===== src/rtl/vend_pkg.sv =====
// vend_pkg: shared types and constants for the gum vending front end.
// Holds the sequencer state encoding, coin codes and coin cent values.
// Imported by vend_sequencer; rr_arbiter has no package dependency.
package vend_pkg;

  typedef enum logic [1:0] {
    COLLECT   = 2'd0,
    DISPENSE  = 2'd1,
    WAIT_DONE = 2'd2,
    FAULT     = 2'd3
  } vend_state_t;

  localparam logic [1:0] COIN_NONE   = 2'b00;
  localparam logic [1:0] COIN_NICKEL = 2'b01;
  localparam logic [1:0] COIN_DIME   = 2'b10;

  localparam int NICKEL_C = 5;
  localparam int DIME_C   = 10;

  // Cent value of a coin code; zero marks a code that must be rejected.
  function automatic int coin_cents(input logic [1:0] code);
    case (code)
      COIN_NICKEL: return NICKEL_C;
      COIN_DIME:   return DIME_C;
      default:     return 0;
    endcase
  endfunction

endpackage


===== src/rtl/rr_arbiter.sv =====
// rr_arbiter: combinational round-robin pick of one requester, search starts at ptr.
// Ports: req (requests), ptr (highest-priority index), en (gate) -> gnt (one-hot), idx.
// Latency 0; with en low gnt is all-zero and idx is 0.
module rr_arbiter #(
  parameter int N  = 2,
  parameter int PW = (N > 1) ? $clog2(N) : 1
) (
  input  logic [N-1:0]  req,
  input  logic [PW-1:0] ptr,
  input  logic          en,
  output logic [N-1:0]  gnt,
  output logic [PW-1:0] idx
);

  always_comb begin
    logic found;
    int   j;
    gnt   = '0;
    idx   = '0;
    found = 1'b0;
    j     = 0;
    if (en) begin
      for (int k = 0; k < N; k++) begin
        // Walk upward from ptr with wrap; first requester seen wins.
        j = (int'(ptr) + k) % N;
        if (!found && req[j]) begin
          found  = 1'b1;
          gnt[j] = 1'b1;
          idx    = PW'(j);
        end
      end
    end
  end

endmodule


===== src/rtl/vend_sequencer.sv =====
// vend_sequencer: arbitrates NSLOT coin slots onto one credit register and runs the
// dispense motor handshake. Ports: clk/rst, coin_valid/coin_type/coin_ready per slot,
// credit, dispense/reject/fault pulses and flags, motor_done from the actuator.
// One coin per cycle; all slots blocked outside COLLECT. Optional change output
// change_nickels is built when VEND_CHANGE_EN is defined.
module vend_sequencer
  import vend_pkg::*;
#(
  parameter int NSLOT       = 2,
  parameter int PRICE       = 15,
  parameter int CREDIT_W    = 6,
  parameter int TIMEOUT_CYC = 16
) (
  input  logic                  clk,
  input  logic                  rst,
  input  logic [NSLOT-1:0]      coin_valid,
  input  logic [2*NSLOT-1:0]    coin_type,
  output logic [NSLOT-1:0]      coin_ready,
  output logic [CREDIT_W-1:0]   credit,
  output logic                  dispense,
  input  logic                  motor_done,
  output logic                  reject,
`ifdef VEND_CHANGE_EN
  output logic [1:0]            change_nickels,
`endif
  output logic                  fault
);

  localparam int PW = (NSLOT > 1) ? $clog2(NSLOT) : 1;
  localparam int TW = $clog2(TIMEOUT_CYC + 1);

  vend_state_t          state;
  logic [PW-1:0]        rr_ptr;
  logic [TW-1:0]        tcnt;

  logic [NSLOT-1:0]     gnt;
  logic [PW-1:0]        gidx;
  logic                 xfer;
  logic [1:0]           gcode;
  logic [CREDIT_W-1:0]  cents;
  logic                 bad_coin;
  logic [CREDIT_W-1:0]  sum;

  // Grants are suppressed during reset so no coin is taken in the reset cycle.
  rr_arbiter #(.N(NSLOT), .PW(PW)) u_arb (
    .req (coin_valid),
    .ptr (rr_ptr),
    .en  ((state == COLLECT) && !rst),
    .gnt (gnt),
    .idx (gidx)
  );

  assign coin_ready = gnt;
  assign xfer       = |gnt;
  assign gcode      = coin_type[2*int'(gidx) +: 2];
  assign cents      = CREDIT_W'(coin_cents(gcode));
  assign bad_coin   = (cents == '0);
  assign sum        = credit + cents;

  always_ff @(posedge clk) begin
    if (rst) begin
      state    <= COLLECT;
      credit   <= '0;
      rr_ptr   <= '0;
      tcnt     <= '0;
      dispense <= 1'b0;
      reject   <= 1'b0;
      fault    <= 1'b0;
`ifdef VEND_CHANGE_EN
      change_nickels <= 2'd0;
`endif
    end else begin
      dispense <= 1'b0;
      reject   <= 1'b0;
`ifdef VEND_CHANGE_EN
      change_nickels <= 2'd0;
`endif
      case (state)
        COLLECT: begin
          if (xfer) begin
            rr_ptr <= (int'(gidx) == NSLOT - 1) ? '0 : gidx + PW'(1);
            // Invalid codes are swallowed: the coin is taken but earns nothing.
            reject <= bad_coin;
            if (!bad_coin) begin
              credit <= sum;
              if (sum >= CREDIT_W'(PRICE)) begin
                state    <= DISPENSE;
                dispense <= 1'b1;
`ifdef VEND_CHANGE_EN
                change_nickels <= 2'((sum - CREDIT_W'(PRICE)) / CREDIT_W'(NICKEL_C));
`endif
              end
            end
          end
        end
        DISPENSE: begin
          // Excess credit is consumed with the sale (returned as change when built in).
          credit <= '0;
          tcnt   <= '0;
          state  <= WAIT_DONE;
        end
        WAIT_DONE: begin
          // motor_done takes priority over a timeout in the same cycle.
          if (motor_done) begin
            state <= COLLECT;
            tcnt  <= '0;
          end else if (tcnt == TW'(TIMEOUT_CYC - 1)) begin
            state <= FAULT;
            fault <= 1'b1;
          end else begin
            tcnt <= tcnt + TW'(1);
          end
        end
        FAULT: begin
          credit <= '0;
          fault  <= 1'b1;
        end
        default: state <= COLLECT;
      endcase
    end
  end

endmodule


===== config.mk =====
export PLATFORM = sky130hd
export DESIGN_NAME = vend_sequencer
export DESIGN_NICKNAME = d
export VERILOG_FILES = /design/src/rtl/vend_pkg.sv /design/src/rtl/rr_arbiter.sv /design/src/rtl/vend_sequencer.sv
export SDC_FILE = /design/constraint.sdc
export NUM_CORES = 1
export LEC_CHECK = 0
export BUFFER_PORTS_ARGS = -buffer_cell sky130_fd_sc_hd__clkbuf_2
export CAP_MARGIN = 20
export CORE_MARGIN = 1
export CORE_UTILIZATION = 40
export DETAILED_ROUTE_END_ITERATION = 10
export GPL_TIMING_DRIVEN = 0
export HOLD_SLACK_MARGIN = 0.02
export PLACE_DENSITY = 0.69
export SLEW_MARGIN = 20
export SYNTH_ARGS = -nofsm -noshare
export SYNTH_HDL_FRONTEND = slang
export SYNTH_HIERARCHICAL = 1
export SYNTH_SLANG_ARGS = --single-unit

===== constraint.sdc =====
create_clock -name clk -period 4.55 [get_ports clk]
set_input_delay 0 -clock clk [delete_from_list [all_inputs] [get_ports clk]]
set_output_delay 0 -clock clk [all_outputs]
set_load 0.03 [all_outputs]

==> flow_metrics.py <==
metrics = {
    "die": {
        "fp.dieH_um": 55.6,
        "rows": 19,
        "dieArea_um2": 3090,
        "start_util_pct": 42.0,
        "ioPinCount": 20,
        "die_width_um": 55.6,
        "coreArea_um2": 2730,
    },
    "power": {
        "leakage_uw": 0.000592,
        "p_int_uw": 254,
        "pwr-share-seq_pct": 42.5,
        "p_comb_share_pct": 37.2,
        "switching_share_pct": 36.8,
        "p_per_area_nw_per_um2": 307,
        "p_switching_uw": 147,
        "ir_worst_vdd_uv": 186,
        "power.share.clock_pct": 20.3,
        "fin_total_pwr_uw": 401,
    },
    "routing": {
        "routed_wirelength_um": 2260,
        "detail-route-antenna-nets": 0,
        "wl_per_cell_um": 12.7,
        "vias_per_cell": 5.40,
        "drc": 0,
        "drt_iter0_drc": 30,
        "first_pass_iters": 4,
        "vias": 956,
    },
    "critical_path": {
        "startpoint": "state[1]",
        "critPathCaptureType": "register",
        "crit_buf_inv": 3,
        "max_stage_delay_ps": 410,
        "crit_chain": "inv_1, ha_1, clkbuf_1, nor2b_1, nand2_1, a21oi_1, mux2i_1, inv_1, ha_1, ha_1, fa_1, xor2_1, nand4_1, mux2_2, and3_4, o311ai_4",
        "critPathMaxFanout": 8,
        "cp_data_required_time_ps": 4760,
        "slowest_stage": "fa_1",
        "regToRegStartpoint": "state[1]",
        "path_class": "reg2reg",
        "cp.arrival_ps": 4400,
        "critPathLaunchType": "register",
        "crit_top_cell": "ha_1",
        "critPathTopFamily": "adder cells",
    },
    "grt": {
        "antenna_found_initial": 0,
        "first_global_vias": 904,
        "gr-total-overflow": 0,
        "grt_pass1_wl_um": 3740,
        "grt_usage_pct": 15.2,
        "grt_max_degree": 11,
    },
    "finish": {
        "nFillCells": 269,
        "antenna_cells": 0,
        "final_area_um2": 1310,
        "area_growth_pct": 14.0,
        "final_cell_mix": "clkbuf_2, dfxtp_1, nor2_1, ha_1",
        "drive_gt1_share_pct": 20.5,
        "finalNetCount": 169,
        "mostFrequentLayoutCell": "clkbuf_2",
    },
    "hold_path": {
        "min_from": "rst",
        "holdCritPathClass": "in2reg",
    },
    "clock_network": {
        "holdBufCountCts": 0,
        "clock-root-buffer": "clkbuf_4",
        "cts_tree": "yes",
        "clock_latency_ps": 290,
        "clkTransAtPathRegs_ps": 100,
        "cts.sinks": 17,
        "htreeDepth": 1,
        "cts.path.max_buffers": 2,
        "cts_buffers": 3,
        "cts_resized": 0,
        "cts_setup_buffers": 0,
    },
    "sta": {
        "finalSetupViolCount": 0,
        "maxSlewViolCount": 0,
        "hold_ws_ps": 162,
        "final-hold-violation-count": 0,
        "skew_ps": 3.83,
        "finalSetupTns_ps": 0,
        "worst_pin_slew_ps": 569,
        "period_minus_slack_ps": 4200,
        "rsz0062_at_grt": "no",
        "relSlewSlack_pct": 62.0,
        "finalCritPeriodShare_pct": 92.2,
        "max_freq_mhz": 238,
    },
    "synth": {
        "synth_cell_types": 37,
        "yosysSeqAreaShare_pct": 29.7,
        "synthCells": 123,
        "yosys_warnings": 6,
        "syn_nets": 145,
        "syn-cell-area_um2": 1150,
        "syn_avg_cell_area_um2": 9.33,
        "ys_seq_elements": 17,
    },
    "place": {
        "placed_area_um2": 1280,
        "dp_hpwl_um": 1820,
        "io_buffers": 19,
        "gp_congestion": 0.846,
    },
    "run_status": {
        "status": "complete, no violations",
    },
    "run": {
        "maxCapViolations": 0,
    },
}
[registers in the layout, indices dropped and copies added (netlist names)]
name and flops:
rr_ptr 1, fault 1, reject 1, tcnt 5, dispense 1, credit 6
state 2
[worst register-to-register path, stage by stage (launching register included)]
cell and delay [ps]:
dfxtp_1 370, inv_1 120, ha_1 150, clkbuf_1 350, nor2b_1 390, nand2_1 120, a21oi_1 310, mux2i_1 270
inv_1 60, ha_1 230, ha_1 220, fa_1 410, xor2_1 250, nand4_1 130, mux2_2 300, and3_4 180
o311ai_4 260
[through the flow]
stage          setup slack [ps]  util, %  cells
2_1_floorplan               867        -    123
3_3_place_gp                519     46.9    173
3_5_place_dp                397     46.9    173
4_1_cts                     352     47.8    177
5_1_grt                    32.8     47.8    177
6_report                    353     47.8    177
[power groups by stage]
stage,sequential (µW),combinational [µW],clock [µW]
after global routing,173,163,92.7
after global placement,174,145,0
after detailed placement,174,149,0
after CTS,171,149,85.4
final,170,149,81.4
after floorplan,183,107,0
[worst paths after layout]
check	to	cells past startpoint	slack, ps
setup / recovery	state[0]	16	350
hold / removal	dispense	3	160
setup reg to reg	state[0]	16	350
hold reg to reg	tcnt[4]	2	500
[Yosys cell counts, drive strengths merged]
cell,instances,area (µm²)
a21o,1,7.51
o2bb2ai,1,8.76
inv,9,33.8
nor4bb,1,10.0
nand3b,1,7.51
a221oi,2,23.8
o21ai,2,10.0
nor2b,2,12.5
nand4b,3,26.3
nand2,8,30.0
a2111oi,1,27.5
xor2,3,26.3
nor2,12,45.0
or2,1,6.26
nor3,4,20.0
nand2b,1,6.26
nor3b,1,12.5
a311oi,1,8.76
mux2,1,11.3
clkbuf,2,7.51
ha,12,150
o311ai,2,52.6
a21oi,10,53.8
a211oi,1,7.51
nand4,2,12.5
xnor2,5,43.8
dfxtp,17,340
a22oi,5,37.5
and2b,1,7.51
mux2i,3,30.0
fa,1,20.0
o21bai,2,15.0
nand3,1,5.00
and3,4,30.0
[metal layers]
metal	track usage, %	up-vias	wire, µm
met3	3.04	4	95
li1	-	488	-
met5	0	-	0
met4	5.36	0	24
met2	26.2	21	1120
met1	18.7	443	1020
[layout make-up]
type                            instances  area [µm²]  share of cell area (%)
Buffer                                  2        7.51                   0.574
Clock buffer                            4        26.3                    2.01
Inverter                                9        33.8                    2.58
Multi-Input combinational cell         95         766                    58.6
Sequential cell                        17         340                    26.0
Tap cell                               31        38.8                    2.97
Timing Repair Buffer                   19        95.1                    7.27
[logic make-up after synthesis]
kind of cell / after synthesis / share of synthesized area (%)
xor gates and xnor gates: 8 / 6.11
buffers and inverters: 11 / 3.60
muxes: 4 / 3.60
DFF: 17 / 29.7
adders and majority gates: 13 / 14.8
AOI/OAI and AO/OA: 28 / 22.0
and+or+nand+nor: 42 / 20.2
No activity file was read; power rests on OpenSTA's default activity.
